### src/rtl/reduce_tree_pipe_pkg.sv
// Operation encodings and per-element helpers shared by the reduction tree levels.
// Elements are carried at MAX_W bits inside the helpers; callers size-cast to their own W (W <= MAX_W).
package reduce_pkg;

  localparam logic [1:0] OP_AND  = 2'b00;
  localparam logic [1:0] OP_OR   = 2'b01;
  localparam logic [1:0] OP_XOR  = 2'b10;
  localparam logic [1:0] OP_NAND = 2'b11;

  localparam int MAX_W = 64;
  typedef logic [MAX_W-1:0] wide_t;

  // Padding value that leaves the reduction unchanged: all-ones for AND-type ops, zero otherwise.
  function automatic wide_t op_identity(input logic [1:0] op, input int w);
    wide_t id;
    id = '0;
    if (op == OP_AND || op == OP_NAND) begin
      id = {MAX_W{1'b1}} >> (MAX_W - w);
    end
    return id;
  endfunction

  // NAND combines as AND inside the tree; the inversion is applied once at the root.
  function automatic wide_t op_combine(input logic [1:0] op, input wide_t a, input wide_t b);
    wide_t r;
    case (op)
      OP_OR:   r = a | b;
      OP_XOR:  r = a ^ b;
      default: r = a & b;
    endcase
    return r;
  endfunction

endpackage

### src/rtl/reduce_tree_pipe_level.sv
// One reduction tree level: combines PAIRS adjacent operand pairs, optionally registered (REG), 1 or 0 cycles.
// Registered: accepts when empty or when downstream drains this cycle; unregistered: ready passes straight through.
module reduce_level
  import reduce_pkg::*;
#(
  parameter int PAIRS = 1,
  parameter int W     = 8,
  parameter bit REG   = 1'b1
) (
  input  logic                 clk,
  input  logic                 rst_n,
  input  logic                 up_vld,
  output logic                 up_rdy,
  input  logic [2*PAIRS*W-1:0] up_dat,
  input  logic [1:0]           up_op,
  output logic                 dn_vld,
  input  logic                 dn_rdy,
  output logic [PAIRS*W-1:0]   dn_dat,
  output logic [1:0]           dn_op
);

  logic [PAIRS*W-1:0] comb_dat;

  always_comb begin
    comb_dat = '0;
    for (int p = 0; p < PAIRS; p++) begin
      comb_dat[p*W +: W] = W'(op_combine(up_op,
                                         wide_t'(up_dat[(2*p)*W +: W]),
                                         wide_t'(up_dat[(2*p+1)*W +: W])));
    end
  end

  if (REG) begin : g_reg
    logic               vld_q, vld_d;
    logic [PAIRS*W-1:0] dat_q, dat_d;
    logic [1:0]         op_q,  op_d;
    logic               load;

    // Load on an empty stage or when the held beat leaves this cycle (pass-through).
    always_comb begin
      load  = !vld_q || dn_rdy;
      vld_d = vld_q;
      dat_d = dat_q;
      op_d  = op_q;
      if (load) begin
        vld_d = up_vld;
        dat_d = comb_dat;
        op_d  = up_op;
      end
    end

    always_ff @(posedge clk or negedge rst_n) begin
      if (!rst_n) begin
        vld_q <= 1'b0;
        dat_q <= '0;
        op_q  <= '0;
      end else begin
        vld_q <= vld_d;
        dat_q <= dat_d;
        op_q  <= op_d;
      end
    end

    assign up_rdy = load;
    assign dn_vld = vld_q;
    assign dn_dat = dat_q;
    assign dn_op  = op_q;
  end else begin : g_comb
    assign up_rdy = dn_rdy;
    assign dn_vld = up_vld;
    assign dn_dat = comb_dat;
    assign dn_op  = up_op;
  end

endmodule

### src/rtl/reduce_tree_pipe.sv
// N_IN-operand bitwise AND/OR/XOR/NAND reduction tree, latency popcount(STAGE_MASK) cycles.
// Valid/ready both sides; in_ready is combinational from out_ready and drops once every registered level is full.
module reduce_tree_pipe
  import reduce_pkg::*;
#(
  parameter int                        N_IN       = 4,
  parameter int                        W          = 8,
  parameter logic [$clog2(N_IN)-1:0]   STAGE_MASK = '1
) (
  input  logic            clk,
  input  logic            rst_n,
  input  logic            in_valid,
  output logic            in_ready,
  input  logic [N_IN*W-1:0] in_data,
  input  logic [1:0]      in_op,
  output logic            out_valid,
  input  logic            out_ready,
  output logic [W-1:0]    out_data,
  output logic            busy
);

  localparam int L  = $clog2(N_IN);
  localparam int NP = 1 << L;

  logic [W-1:0]        pad_dat;
  logic [NP*W-1:0]     leaf_dat;
  // Level k writes its NP>>(k+1) results at word offset NP - (NP>>k); the root is the last word.
  logic [(NP-1)*W-1:0] node_dat;
  logic [L:0]          stg_vld;
  logic [L:0]          stg_rdy;
  logic [1:0]          stg_op [0:L];
  logic [W-1:0]        root_dat;

  assign pad_dat = W'(op_identity(in_op, W));

  always_comb begin
    for (int j = 0; j < NP; j++) begin
      leaf_dat[j*W +: W] = pad_dat;
    end
    leaf_dat[N_IN*W-1:0] = in_data;
  end

  assign stg_vld[0] = in_valid;
  assign stg_op[0]  = in_op;
  assign stg_rdy[L] = out_ready;
  assign in_ready   = stg_rdy[0];

  for (genvar k = 0; k < L; k++) begin : g_lvl
    localparam int PAIRS   = NP >> (k + 1);
    localparam int OUT_OFF = (NP - (NP >> k)) * W;

    logic [2*PAIRS*W-1:0] up_dat;

    if (k == 0) begin : g_first
      assign up_dat = leaf_dat;
    end else begin : g_inner
      assign up_dat = node_dat[(NP - (NP >> (k - 1)))*W +: 2*PAIRS*W];
    end

    reduce_level #(
      .PAIRS (PAIRS),
      .W     (W),
      .REG   (STAGE_MASK[k])
    ) u_level (
      .clk    (clk),
      .rst_n  (rst_n),
      .up_vld (stg_vld[k]),
      .up_rdy (stg_rdy[k]),
      .up_dat (up_dat),
      .up_op  (stg_op[k]),
      .dn_vld (stg_vld[k+1]),
      .dn_rdy (stg_rdy[k+1]),
      .dn_dat (node_dat[OUT_OFF +: PAIRS*W]),
      .dn_op  (stg_op[k+1])
    );
  end

  assign root_dat  = node_dat[(NP-2)*W +: W];
  assign out_data  = (stg_op[L] == OP_NAND) ? ~root_dat : root_dat;
  assign out_valid = stg_vld[L];
  assign busy      = |(stg_vld[L:1] & STAGE_MASK);

endmodule

### config.mk
export PLATFORM = sky130hd
export DESIGN_NAME = reduce_tree_pipe
export DESIGN_NICKNAME = d
export VERILOG_FILES = /design/src/rtl/reduce_tree_pipe_pkg.sv /design/src/rtl/reduce_tree_pipe_level.sv /design/src/rtl/reduce_tree_pipe.sv
export SDC_FILE = /design/constraint.sdc
export NUM_CORES = 1
export LEC_CHECK = 0
export ABC_CLOCK_PERIOD_IN_PS = 2900
export BUFFER_PORTS_ARGS = -buffer_cell sky130_fd_sc_hd__buf_2
export CAP_MARGIN = 10
export CORE_MARGIN = 5
export CORE_UTILIZATION = 37
export CTS_BUF_LIST = sky130_fd_sc_hd__clkbuf_2 sky130_fd_sc_hd__clkbuf_4 sky130_fd_sc_hd__clkbuf_8
export CTS_CLUSTER_SIZE = 10
export DETAILED_ROUTE_END_ITERATION = 10
export PLACE_DENSITY = 0.63
export SETUP_SLACK_MARGIN = 0.5
export SLEW_MARGIN = 30
export SYNTH_ARGS = -nofsm -noshare
export SYNTH_HDL_FRONTEND = slang
export SYNTH_SLANG_ARGS = --single-unit
### constraint.sdc
create_clock -name clk -period 2.9 [get_ports clk]
set_input_delay 0.29 -clock clk [delete_from_list [all_inputs] [get_ports clk]]
set_output_delay 0.29 -clock clk [all_outputs]
set_load 0.005 [all_outputs]
# Word-level counts from Yosys, hierarchy flattened
# Cells that the tools add are included.
# op_classes
eq_ne	5
mux	4
bitwise	10
reduce_logical	5
# op_table
op	count
8-bit case mux with 2 select lines	3
8-bit bitwise AND	3
8-bit bitwise OR	3
8-bit bitwise XOR	3
8-bit two-way mux	1
8-bit inverter	1
2-bit equality test (second input constant)	3
2-bit by 1-bit equality test with 1-bit output (second input constant)	2
1-bit logical NOT	2
1-bit logical OR	2
2-bit OR reduction	1
# totals
register_bits	30

# Logic depth before layout (Yosys ltp)
# Gate-level depths: netlist (run 1).
# depth
word_depth	3
ltp_mapped	6

# Cells and area by module
# From an unflattened synthesis (run 1), not the netlist that was laid out.
# unflattened
cells_unflattened	294
hier_area_um2	2741.4
# modules_own_cells
mod	instances	cells_each	area_per_inst_um2	seq_area_each_um2
reduce_level at g_lvl[0].u_level	1	185	1654.1	475.5
reduce_level at g_lvl[1].u_level	1	99	999.7	275.3
reduce_tree_pipe	1	10	87.6	0.0

# Worst setup path after synthesis (run 1)
# OpenSTA, ideal clock, no wires.
# synth_path
path_type	reg-to-reg
startpoint	reg g_lvl[0].u_level.g_reg.op_q[0]
endpoint	reg g_lvl[1].u_level.g_reg.dat_q[0]
setup_ps	129
arrival_ps	1188
required_ps	2771
slack_ps	1583
stages_incl_launch_ff	6
synth_period_minus_slack_ps	1317
path_cell_list	dfrtp_1 > inv_1 > ha_1 > buf_2 > a221oi_1 > o31ai_1
# synth_between
elab_chain_len	2
# synth_rtl
item	line	rtl
start, declared	reduce_tree_pipe_level.sv:36	logic [1:0] op_q, op_d;
start signal, assigned	reduce_tree_pipe_level.sv:60	op_q <= op_d;
2-bit equality test or 2-bit by 1-bit equality test with 1-bit output (tied branches)	reduce_tree_pipe_pkg.sv:26	case (op)
8-bit case mux with 2 select lines (*)	reduce_tree_pipe_pkg.sv:26	
end signal, assigned	reduce_tree_pipe_level.sv:59	dat_q <= dat_d;
end, declared	reduce_tree_pipe_level.sv:35	logic [PAIRS*W-1:0] dat_q, dat_d;
# Mark *: on every way between the ends. The rest lies on a longest branch, timed or not.
# A chain may end at the register's enable or synchronous reset.

# Worst setup path after layout (run 1)
# layout_path
startpoint	reg g_lvl[1].u_level.g_reg.vld_q
endpoint	out in_ready
# layout_between
elab_chain_len	3
# layout_rtl
item	line	rtl
start, declared	reduce_tree_pipe_level.sv:34	logic vld_q, vld_d;
start signal, assigned	reduce_tree_pipe_level.sv:58	vld_q <= vld_d;
1-bit logical NOT	reduce_tree_pipe_level.sv:41	load = !vld_q || dn_rdy;
1-bit logical OR (2 in series)	reduce_tree_pipe_level.sv:41	
end, declared	reduce_tree_pipe.sv:13	output logic in_ready,
# Every way passes these cells.

==> impl_metrics.csv, run 1 <==
group,metric,value,unit
timing,finalMaxSlewViolations,0,
clock_tree,clkTransAtPathRegs,60,ps
route,viasPerCell,4.543,
critical_path,r2r_setup_slack,1430,ps
logic_synthesis,ys_types,18,
grt,grt_pass1_vias,1924,
timing,fin_skew,2.227,ps
placed_design,routabilityCongestion,0.7235,
logic_synthesis,syn_avg_cell_area,8.874,um2
route,avgRoutedWirePerCell,11.10,um
hold_path,hp-class,"primary input to async pin",
floorplanning,num_rows,30,
floorplanning,core_area,0.006832,mm2
finish,instances_no_fill,431,
placed_design,dp.cells,423,
critical_path,r2r_end,"g_lvl[1].u_level.dn_dat[3]",
critical_path,worstSetupStartpointType,"flop",
finish,num_antenna_cells,0,
timing,period_minus_slack,1688,ps
timing,rsz0062_at_grt,"no",
critical_path,cp_max_fo,29,
logic_synthesis,synth_area,0.002600,mm2
logic_synthesis,netlist_instances,293,
logic_synthesis,synth_largest_area_cell,"dfrtp_1",
logic_synthesis,ys_ff_latch,30,
critical_path,crit_type,"flop to output port",
status,status,"complete, no violations",
timing,fin_crit_sh,58.20,%
clock_tree,cts_tree,"built",
finish,fin_nets,424,
grt,grt-ovfl-total,0,
placed_design,io_buffers,48,
route,first_pass_iters,4,
floorplanning,die_w,93.83,um
floorplanning,initial_core_util,38.06,%
finish,final_cell_mix,"77 x inv_1, 52 x ha_1, 48 x buf_2",
timing,setup_viol,0,
timing,finalHoldViolCount,0,
clock_tree,cts.repair.resized,0,
timing,slew_headroom,47.35,%
clock_tree,h-tree-depth,2,
logic_synthesis,synth.net_count,383,
finish,syn_to_final_growth,13.72,%
logic_synthesis,ys_warn_count,0,
route,finalWirelength,4.786,mm
finish,nFillCells,716,
grt,grt_max_degree,33,
finish,layout_commonest_cell,"inv_1",
placed_design,dp_hpwl,3.778,mm
floorplanning,pin_count,49,
timing,tightest_slew,789.7,ps
critical_path,critical_path_arrival,1400,ps
clock_tree,clk_latency,280,ps
floorplanning,dieArea,0.008803,mm2
clock_tree,cts.path.max_buffers,2,
grt,antenna_found_initial,0,
logic_synthesis,yosysTopAreaCellShare,28.87,%
power,p_per_area,477.3,mW/mm2
floorplanning,die_y,93.83,um
route,drc,0,
grt,grt_util_all_layers,12.02,%
logic_synthesis,netlist_top_cells_area,"dfrtp_1 29%, ha_1 25%, inv_1 11%",
timing,fin_tns_setup,0,ps
power,p_leak,0.001591,uW
critical_path,worstReg2RegStart,"g_lvl[0].u_level.dn_op[0]",
critical_path,cp.required,2610,ps
job,maxCapViolations,0,
route,ant_nets,0,
grt,grt_pass1_wl,8.645,mm
power,ir_drop,144.8,uV
finish,drive_gt1_share,18.81,%
clock_tree,clock-root-buffer,"clkbuf_8",
route,vias,1958,
route,drt_iter0_drc,71,
clock_tree,post_cts_buffers,0,
clock_tree,hold_buffers,0,
timing,fmax,592.5,MHz
clock_tree,clock_sinks,30,
clock_tree,cts_made_buffers,5,
critical_path,ff2ff_path_depth,4,
critical_path,critPathCaptureType,"output port",
logic_synthesis,yosysSeqAreaShare,28.87,%
cell usage after synthesis:
master,number
inv_1,77
ha_1,52
dfrtp_1,30
nand2_1,28
nor2b_1,25
a221oi_1,24
o31ai_1,24
buf_6,8
xnor2_1,8
buf_2,7
o21ai_0,2
or2_2,2
and3b_2,1
clkbuf_1,1
nand2_2,1
o21ai_1,1
o21ai_2,1
or2_1,1
metrics by stage:
step / worst slack (ps) / hold WS [ps] / power, uW / util [%] / area [um2]
after floorplan: 1583 / -5.591 / 887.4 / - / 2600
after global placement: 1239 / 369.9 / 1022 / 41.67 / 2846
after detailed placement: 1113 / 369.4 / 1040 / 41.67 / 2846
after CTS: 1181 / 70.08 / 1435 / 43.28 / 2957
after global routing: 1063 / 106.2 / 1539 / 43.28 / 2957
final: 1212 / 51.22 / 1411 / 43.28 / 2957
worst max-delay path by stage:
stage               slack (ps)                       from                     endpoint
finish                    1210    g_lvl[1].u_level.dn_vld                     in_ready
global route              1060    g_lvl[1].u_level.dn_vld                     in_ready
CTS                       1180    g_lvl[1].u_level.dn_vld                     in_ready
detailed placement        1110                   in_op[0]   g_lvl[0].u_level.dn_dat[7]
global placement          1240                   in_op[0]  g_lvl[0].u_level.dn_dat[10]
floorplan                 1580  g_lvl[0].u_level.dn_op[0]   g_lvl[1].u_level.dn_dat[0]
worst max-delay path, cell delays in order (launching register included):
cell and delay [ps]:
dfrtp_1 370, and3b_2 520, inv_1 80, buf_2 140
layout make-up:
class	instances	area [um2]	area share, %
clock buffers	8	110.1	3.724
inverters	77	289.0	9.776
multi-input cells	170	1431	48.41
flip-flops and latches	30	750.7	25.39
well taps	96	120.1	4.063
repair buffers	50	255.2	8.633
registers in the layout, summed over array words and instances, names as in the netlist:
register and flops:
g_lvl.u_level.dn_op 4, g_lvl.u_level.dn_dat 24, g_lvl.u_level.dn_vld 2
metal layers:
metal,GRT usage [%],up-vias,share of wire (%)
li1,-,1030,-
met1,14.54,892,46
met2,21.05,30,49
met3,2.564,6,4.2
met4,3.971,0,1.2
met5,0,-,0
where the power goes:
| part | leakage, uW | internal [uW] | switching, uW | total [uW] |
|---|---|---|---|---|
| clock | 0.0000575 | 239 | 150 | 390 |
| combinational | 0.00117 | 224 | 230 | 454 |
| sequential | 0.000367 | 500 | 67.6 | 567 |
cell families (layout without fill, tap and decap cells):
family | after synthesis | count (layout) | synth area share [%]
flops | 30 | 30 | 28.87
xor+xnor | 8 | 8 | 2.695
simple gates | 58 | 58 | 11.41
fa+ha+maj | 52 | 52 | 25.02
compound gates | 52 | 52 | 15.93
buf+inv | 93 | 135 | 16.07
Note: power is estimated with default switching activity, not from simulation.
==> run 2: changes to the inputs <==
--- a/config.mk
+++ b/config.mk
@@ -5,7 +5,7 @@
 export SDC_FILE = /design/constraint.sdc
 export NUM_CORES = 1
 export LEC_CHECK = 0
-export ABC_CLOCK_PERIOD_IN_PS = 2900
+export ABC_CLOCK_PERIOD_IN_PS = 1500
 export BUFFER_PORTS_ARGS = -buffer_cell sky130_fd_sc_hd__buf_2
 export CAP_MARGIN = 10
 export CORE_MARGIN = 5
@@ -13,7 +13,7 @@
 export CTS_BUF_LIST = sky130_fd_sc_hd__clkbuf_2 sky130_fd_sc_hd__clkbuf_4 sky130_fd_sc_hd__clkbuf_8
 export CTS_CLUSTER_SIZE = 10
 export DETAILED_ROUTE_END_ITERATION = 10
-export PLACE_DENSITY = 0.63
+export PLACE_DENSITY = 0.65
 export SETUP_SLACK_MARGIN = 0.5
 export SLEW_MARGIN = 30
 export SYNTH_ARGS = -nofsm -noshare
==> constraint.sdc (replaced) <==
create_clock -name clk -period 1.5 [get_ports clk]
set_input_delay 0.15 -clock clk [delete_from_list [all_inputs] [get_ports clk]]
set_output_delay 0.15 -clock clk [all_outputs]
set_load 0.005 [all_outputs]
==> run 2 against run 1 <==
Net effect: worst setup slack got worse by 1000 ps; clock-buffer cell count is 1 lower; register-to-register slack lost 1200 ps; clock power up 78%; critical path depth increased by 1; power up 130%; non-clock buffer count up 21; sequential share of layout area shrank 5.0 points; combinational power grew to 3.3 times the previous value; core utilization rose by 11 points; critical path type unchanged; critical endpoint unchanged.
==> impl_metrics.csv, run 2 (synthesized netlist as in run 1, its figures left out) <==
group,metric,value,unit
floorplanning,die_y,93.83,um
route,drt_iter0_drc,70,
placed_design,placed_cell_area,0.002962,mm2
timing,fin_tns_setup,0,ps
finish,largest_reg_flops,24,
floorplanning,initial_core_util,38.06,%
job,maxCapViolations,0,
finish,layout_commonest_cell,"inv_1",
route,vias,2181,
finish,final_cell_mix,"74 x inv_1, 47 x ha_1, 44 x buf_2",
clock_tree,cts.path.max_buffers,2,
route,finalWirelength,6.046,mm
placed_design,dp_hpwl,3.814,mm
timing,rsz0062_at_grt,"yes",
clock_tree,clock-root-buffer,"clkbuf_8",
route,first_pass_iters,4,
clock_tree,cts_made_buffers,5,
power,p_per_area,897.8,mW/mm2
critical_path,crit_type,"flop to output port",
timing,fin_skew,3.901,ps
floorplanning,dieArea,0.008803,mm2
grt,grt_pass1_wl,9.708,mm
grt,grt_max_degree,33,
clock_tree,clock_sinks,30,
floorplanning,pin_count,49,
clock_tree,clkTransAtPathRegs,60,ps
critical_path,worstSetupStartpointType,"flop",
critical_path,critical-path-max-stage-delay,390,ps
critical_path,cp.required,1350,ps
floorplanning,num_rows,30,
grt,grt_pass1_vias,2139,
timing,fmax,756.4,MHz
status,status,"complete, no violations",
finish,fin_nets,445,
grt,grt-ovfl-total,0,
timing,finalHoldViolCount,0,
placed_design,io_buffers,48,
route,drc,0,
clock_tree,cts_tree,"built",
timing,setup_viol,0,
critical_path,critPathCaptureType,"output port",
finish,drive_gt1_share,39.33,%
critical_path,worst-path-buf-inv,3,
critical_path,cp_slowest_cell,"dfrtp_1",
hold_path,hp-class,"primary input to flop",
power,ir_drop,381.0,uV
route,viasPerCell,4.825,
finish,fin_area,0.003686,mm2
finish,num_antenna_cells,0,
timing,tightest_slew,434.9,ps
finish,syn_to_final_growth,41.77,%
timing,period_minus_slack,1322,ps
timing,finalMaxSlewViolations,0,
floorplanning,die_w,93.83,um
critical_path,crit_chain,"and3b_2 > buf_12 > clkinv_4 > buf_6",
floorplanning,core_area,0.006832,mm2
power,p_leak,0.001909,uW
critical_path,critical_path_arrival,1170,ps
grt,grt_util_all_layers,13.63,%
grt,antenna_found_initial,0,
route,avgRoutedWirePerCell,13.38,um
critical_path,critPathTopFamily,"flip-flops",
clock_tree,clk_latency,280,ps
timing,fin_crit_sh,88.14,%
timing,slew_headroom,71.01,%
placed_design,routabilityCongestion,0.7128,
critical_path,cp_max_fo,3,
clock_tree,h-tree-depth,2,
route,ant_nets,0,
-- run 2: cell types whose count changed in the layout (fill, tap and decap cells not counted), sizes merged --
| cell | before | now |
|---|---|---|
| buf | 50 | 68 |
| dlygate4sd3 | 0 | 1 |
| clkbuf | 8 | 9 |
| clkinv | 0 | 2 |
| inv | 77 | 76 |
-- run 2: where the power goes --
group          switching [uW]  internal, uW  total (uW)
Sequential                161           966        1130
Combinational             690           799        1490
Clock                     306           388         693
-- run 2: area by class of cell --
| type | count | area, um2 |
|---|---|---|
| Fill cell | 617 | 3146 |
| Multi-Input combinational cell | 170 | 1881 |
| Sequential cell | 30 | 752.0 |
| Timing Repair Buffer | 71 | 544.3 |
| Inverter | 77 | 294.0 |
| Tap cell | 96 | 120.1 |
| Clock buffer | 7 | 90.09 |
| Clock inverter | 1 | 5.005 |
-- run 2: metal layers --
layer	GRT usage, %	vias to the layer above	routed length (um)
met1	16.09	1038	2534
met2	24.54	59	3122
li1	-	1073	-
met4	4.091	0	134
met3	2.885	11	254
met5	0	-	0
-- run 2: timing repair --
action	4_1_cts	5_1_grt
hold buffers	1	0
cloned	3	2
pin swaps	13	10
resized for setup	45	40
hold endpoints to repair	30	0
endpoints found under the setup margin	38	71
setup buffers	7	8
-- run 2: final timing paths --
path                       depth (start not counted)  slack (ps)                 startpoint                         end
max                                                4         180    g_lvl[0].u_level.dn_vld                    in_ready
min                                                2          50                   in_valid     g_lvl[0].u_level.dn_vld
max reg2reg                                        4         220  g_lvl[0].u_level.dn_op[0]  g_lvl[1].u_level.dn_dat[5]
min reg2reg                                        1         500    g_lvl[0].u_level.dn_vld     g_lvl[1].u_level.dn_vld
max in group asynchronous                          2         810                      rst_n   g_lvl[0].u_level.dn_op[1]
min in group asynchronous                          2         370                      rst_n  g_lvl[0].u_level.dn_dat[0]
-- run 2: through the flow --
step           total power (uW)  instances  util (%)  setup WS, ps  hold WS (ps)
5_1_grt                    3549        452     53.96         145.1         64.10
3_5_place_dp               2133        423     43.35        -49.53         231.1
3_3_place_gp               2092        423     43.35         34.60         230.0
6_report                   3310        452     53.96         177.9         53.50
4_1_cts                    3080        442     49.84         184.6         46.77
2_1_floorplan              1827        293         -         314.6        -145.6
==> run 3: changes to the inputs <==
--- a/config.mk
+++ b/config.mk
@@ -5,12 +5,11 @@
 export SDC_FILE = /design/constraint.sdc
 export NUM_CORES = 1
 export LEC_CHECK = 0
-export ABC_CLOCK_PERIOD_IN_PS = 1500
 export BUFFER_PORTS_ARGS = -buffer_cell sky130_fd_sc_hd__buf_2
 export CAP_MARGIN = 10
 export CORE_MARGIN = 5
 export CORE_UTILIZATION = 37
-export CTS_BUF_LIST = sky130_fd_sc_hd__clkbuf_2 sky130_fd_sc_hd__clkbuf_4 sky130_fd_sc_hd__clkbuf_8
+export CTS_BUF_LIST = sky130_fd_sc_hd__clkbuf_16
 export CTS_CLUSTER_SIZE = 10
 export DETAILED_ROUTE_END_ITERATION = 10
 export PLACE_DENSITY = 0.65
==> run 3 against run 2 <==
Net effect: global-route usage decreased by 0.39 points; final area decreased by 0.85%; hold slack improved by 9.7 ps; non-clock buffer count increased by 3; core utilization decreased by 0.46 points; wire length increased by 0.66%; sequential share of layout area increased by 0.14 points; sequential cell count unchanged; first-iteration DRC count increased by 13%; clock skew about the same; die area unchanged; critical endpoint unchanged; largest cell class unchanged.
==> impl_metrics.csv, run 3 (synthesized netlist as in run 1, its figures left out) <==
group,metric,value,unit
status,status,"complete, no violations",
finish,fin_nets,448,
grt,top_usage_layer,"met2",
route,drc,0,
floorplanning,pin_count,49,
floorplanning,dieArea,0.008803,mm2
timing,finalHoldViolCount,0,
grt,grt_util_all_layers,13.23,%
critical_path,critPathCaptureType,"output port",
clock_tree,h-tree-depth,2,
clock_tree,cts_tree,"built",
power,ir_drop,500.1,uV
critical_path,worstSetupStartpointType,"flop",
placed_design,routabilityCongestion,0.7128,
job,maxCapViolations,0,
route,first_pass_iters,4,
finish,fin_area,0.003655,mm2
grt,antenna_found_initial,0,
timing,fmax,766.5,MHz
power,p_leak,0.001912,uW
grt,use_met2,23.89,%
finish,syn_to_final_growth,40.57,%
power,p_per_area,959.7,mW/mm2
timing,finalMaxSlewViolations,0,
route,drt_iter0_drc,79,
grt,use_met1,15.97,%
floorplanning,die_y,93.83,um
finish,num_antenna_cells,0,
clock_tree,clk_latency,270,ps
finish,layout_commonest_cell,"inv_1",
clock_tree,cts_made_buffers,5,
floorplanning,num_rows,30,
placed_design,pre_cts_slack,-49.53,ps
critical_path,critical_path_arrival,1150,ps
finish,final_cell_mix,"76 x inv_1, 48 x ha_1, 44 x buf_2",
timing,tightest_slew,429.5,ps
route,finalWirelength,6.086,mm
grt,grt-ovfl-total,0,
timing,fin_crit_sh,86.97,%
critical_path,cp.required,1350,ps
grt,use_met3,2.564,%
floorplanning,initial_core_util,38.06,%
route,avgRoutedWirePerCell,13.38,um
timing,final.setup.worst_slack,195.4,ps
critical_path,crit_type,"flop to output port",
clock_tree,clkTransAtPathRegs,50,ps
route,viasPerCell,4.774,
hold_path,hp-class,"primary input to flop",
timing,rsz0062_at_grt,"yes",
grt,grt_pass1_wl,9.446,mm
finish,nFillCells,621,
timing,slew_headroom,71.36,%
grt,grt_pass1_vias,2134,
route,ant_nets,0,
timing,fin_tns_setup,0,ps
critical_path,cp_max_fo,4,
placed_design,io_buffers,48,
grt,grt_max_degree,33,
timing,setup_viol,0,
placed_design,placed_cell_area,0.002962,mm2
finish,drive_gt1_share,37.60,%
clock_tree,cts.path.max_buffers,2,
placed_design,dp_hpwl,3.814,mm
timing,period_minus_slack,1305,ps
timing,fin_skew,3.713,ps
floorplanning,die_w,93.83,um
floorplanning,core_area,0.006832,mm2
clock_tree,clock-root-buffer,"clkbuf_16",
clock_tree,clock_sinks,30,
route,vias,2172,
finish,largest_reg_flops,24,
==> run 3: cell count changes in the layout (fill, tap and decap cells not counted), sizes merged <==
cell	delta
inv	+1
buf	+3
clkinv	+1
clkbuf	-2
==> run 3: per-stage QoR <==
step           util (%)  power, uW  hold WS (ps)  std cells
3_5_place_dp      43.35       2133         231.1        423
3_3_place_gp      43.35       2092         230.0        423
2_1_floorplan         -       1827        -145.6        293
6_report          53.50       3507         63.25        455
5_1_grt           53.50       3751         68.62        455
4_1_cts           49.49       3281         62.95        449
==> run 3: area by class of cell <==
cell class / count / area, um2 / share of cell area [%]
Clock buffer: 5 / 125.1 / 3.423
Clock inverter: 3 / 12.51 / 0.3423
Inverter: 77 / 294.0 / 8.045
Multi-Input combinational cell: 170 / 1798 / 49.20
Sequential cell: 30 / 750.7 / 20.54
Tap cell: 96 / 120.1 / 3.287
Timing Repair Buffer: 74 / 554.3 / 15.17
==> run 3: repair_timing <==
item                                    4_1_cts  5_1_grt
pin swaps                                    26       11
resized for setup                            26       47
gates cloned                                  3        2
hold buffers                                  1        0
endpoints found under the hold margin        30        0
endpoints found under the setup margin       38       71
buffers inserted                             14        4
==> run 3: layer usage <==
metal | up-vias | wire length, um
met3 | 4 | 297
met2 | 47 | 3238
li1 | 1082 | -
met5 | - | 0
met1 | 1039 | 2517
met4 | 0 | 34
==> run 3: final timing paths <==
check,startpoint,end,slack (ps),cells past startpoint
min in group asynchronous,rst_n,g_lvl[0].u_level.dn_dat[0],380,2
max in group asynchronous,rst_n,g_lvl[1].u_level.dn_dat[3],810,2
worst max register to register,g_lvl[0].u_level.dn_op[0],g_lvl[1].u_level.dn_dat[3],220,5
worst min register to register,g_lvl[1].u_level.dn_dat[1],g_lvl[1].u_level.dn_dat[1],500,2
worst min-delay path,in_valid,g_lvl[0].u_level.dn_vld,60,2
worst max-delay path,g_lvl[0].u_level.dn_vld,in_ready,200,4
==> run 3: power by group <==
group / internal, uW / switching [uW] / total [uW]
registers: 968 / 155 / 1120
clock network: 597 / 326 / 923
logic: 780 / 682 / 1460
total: 2340 / 1160 / 3510
==> run 3: critical path: stages, from the launching register on <==
cell      delay (ps)
dfrtp_1          390
and3b_2          230
buf_12           140
clkinv_4          40
buf_6             80
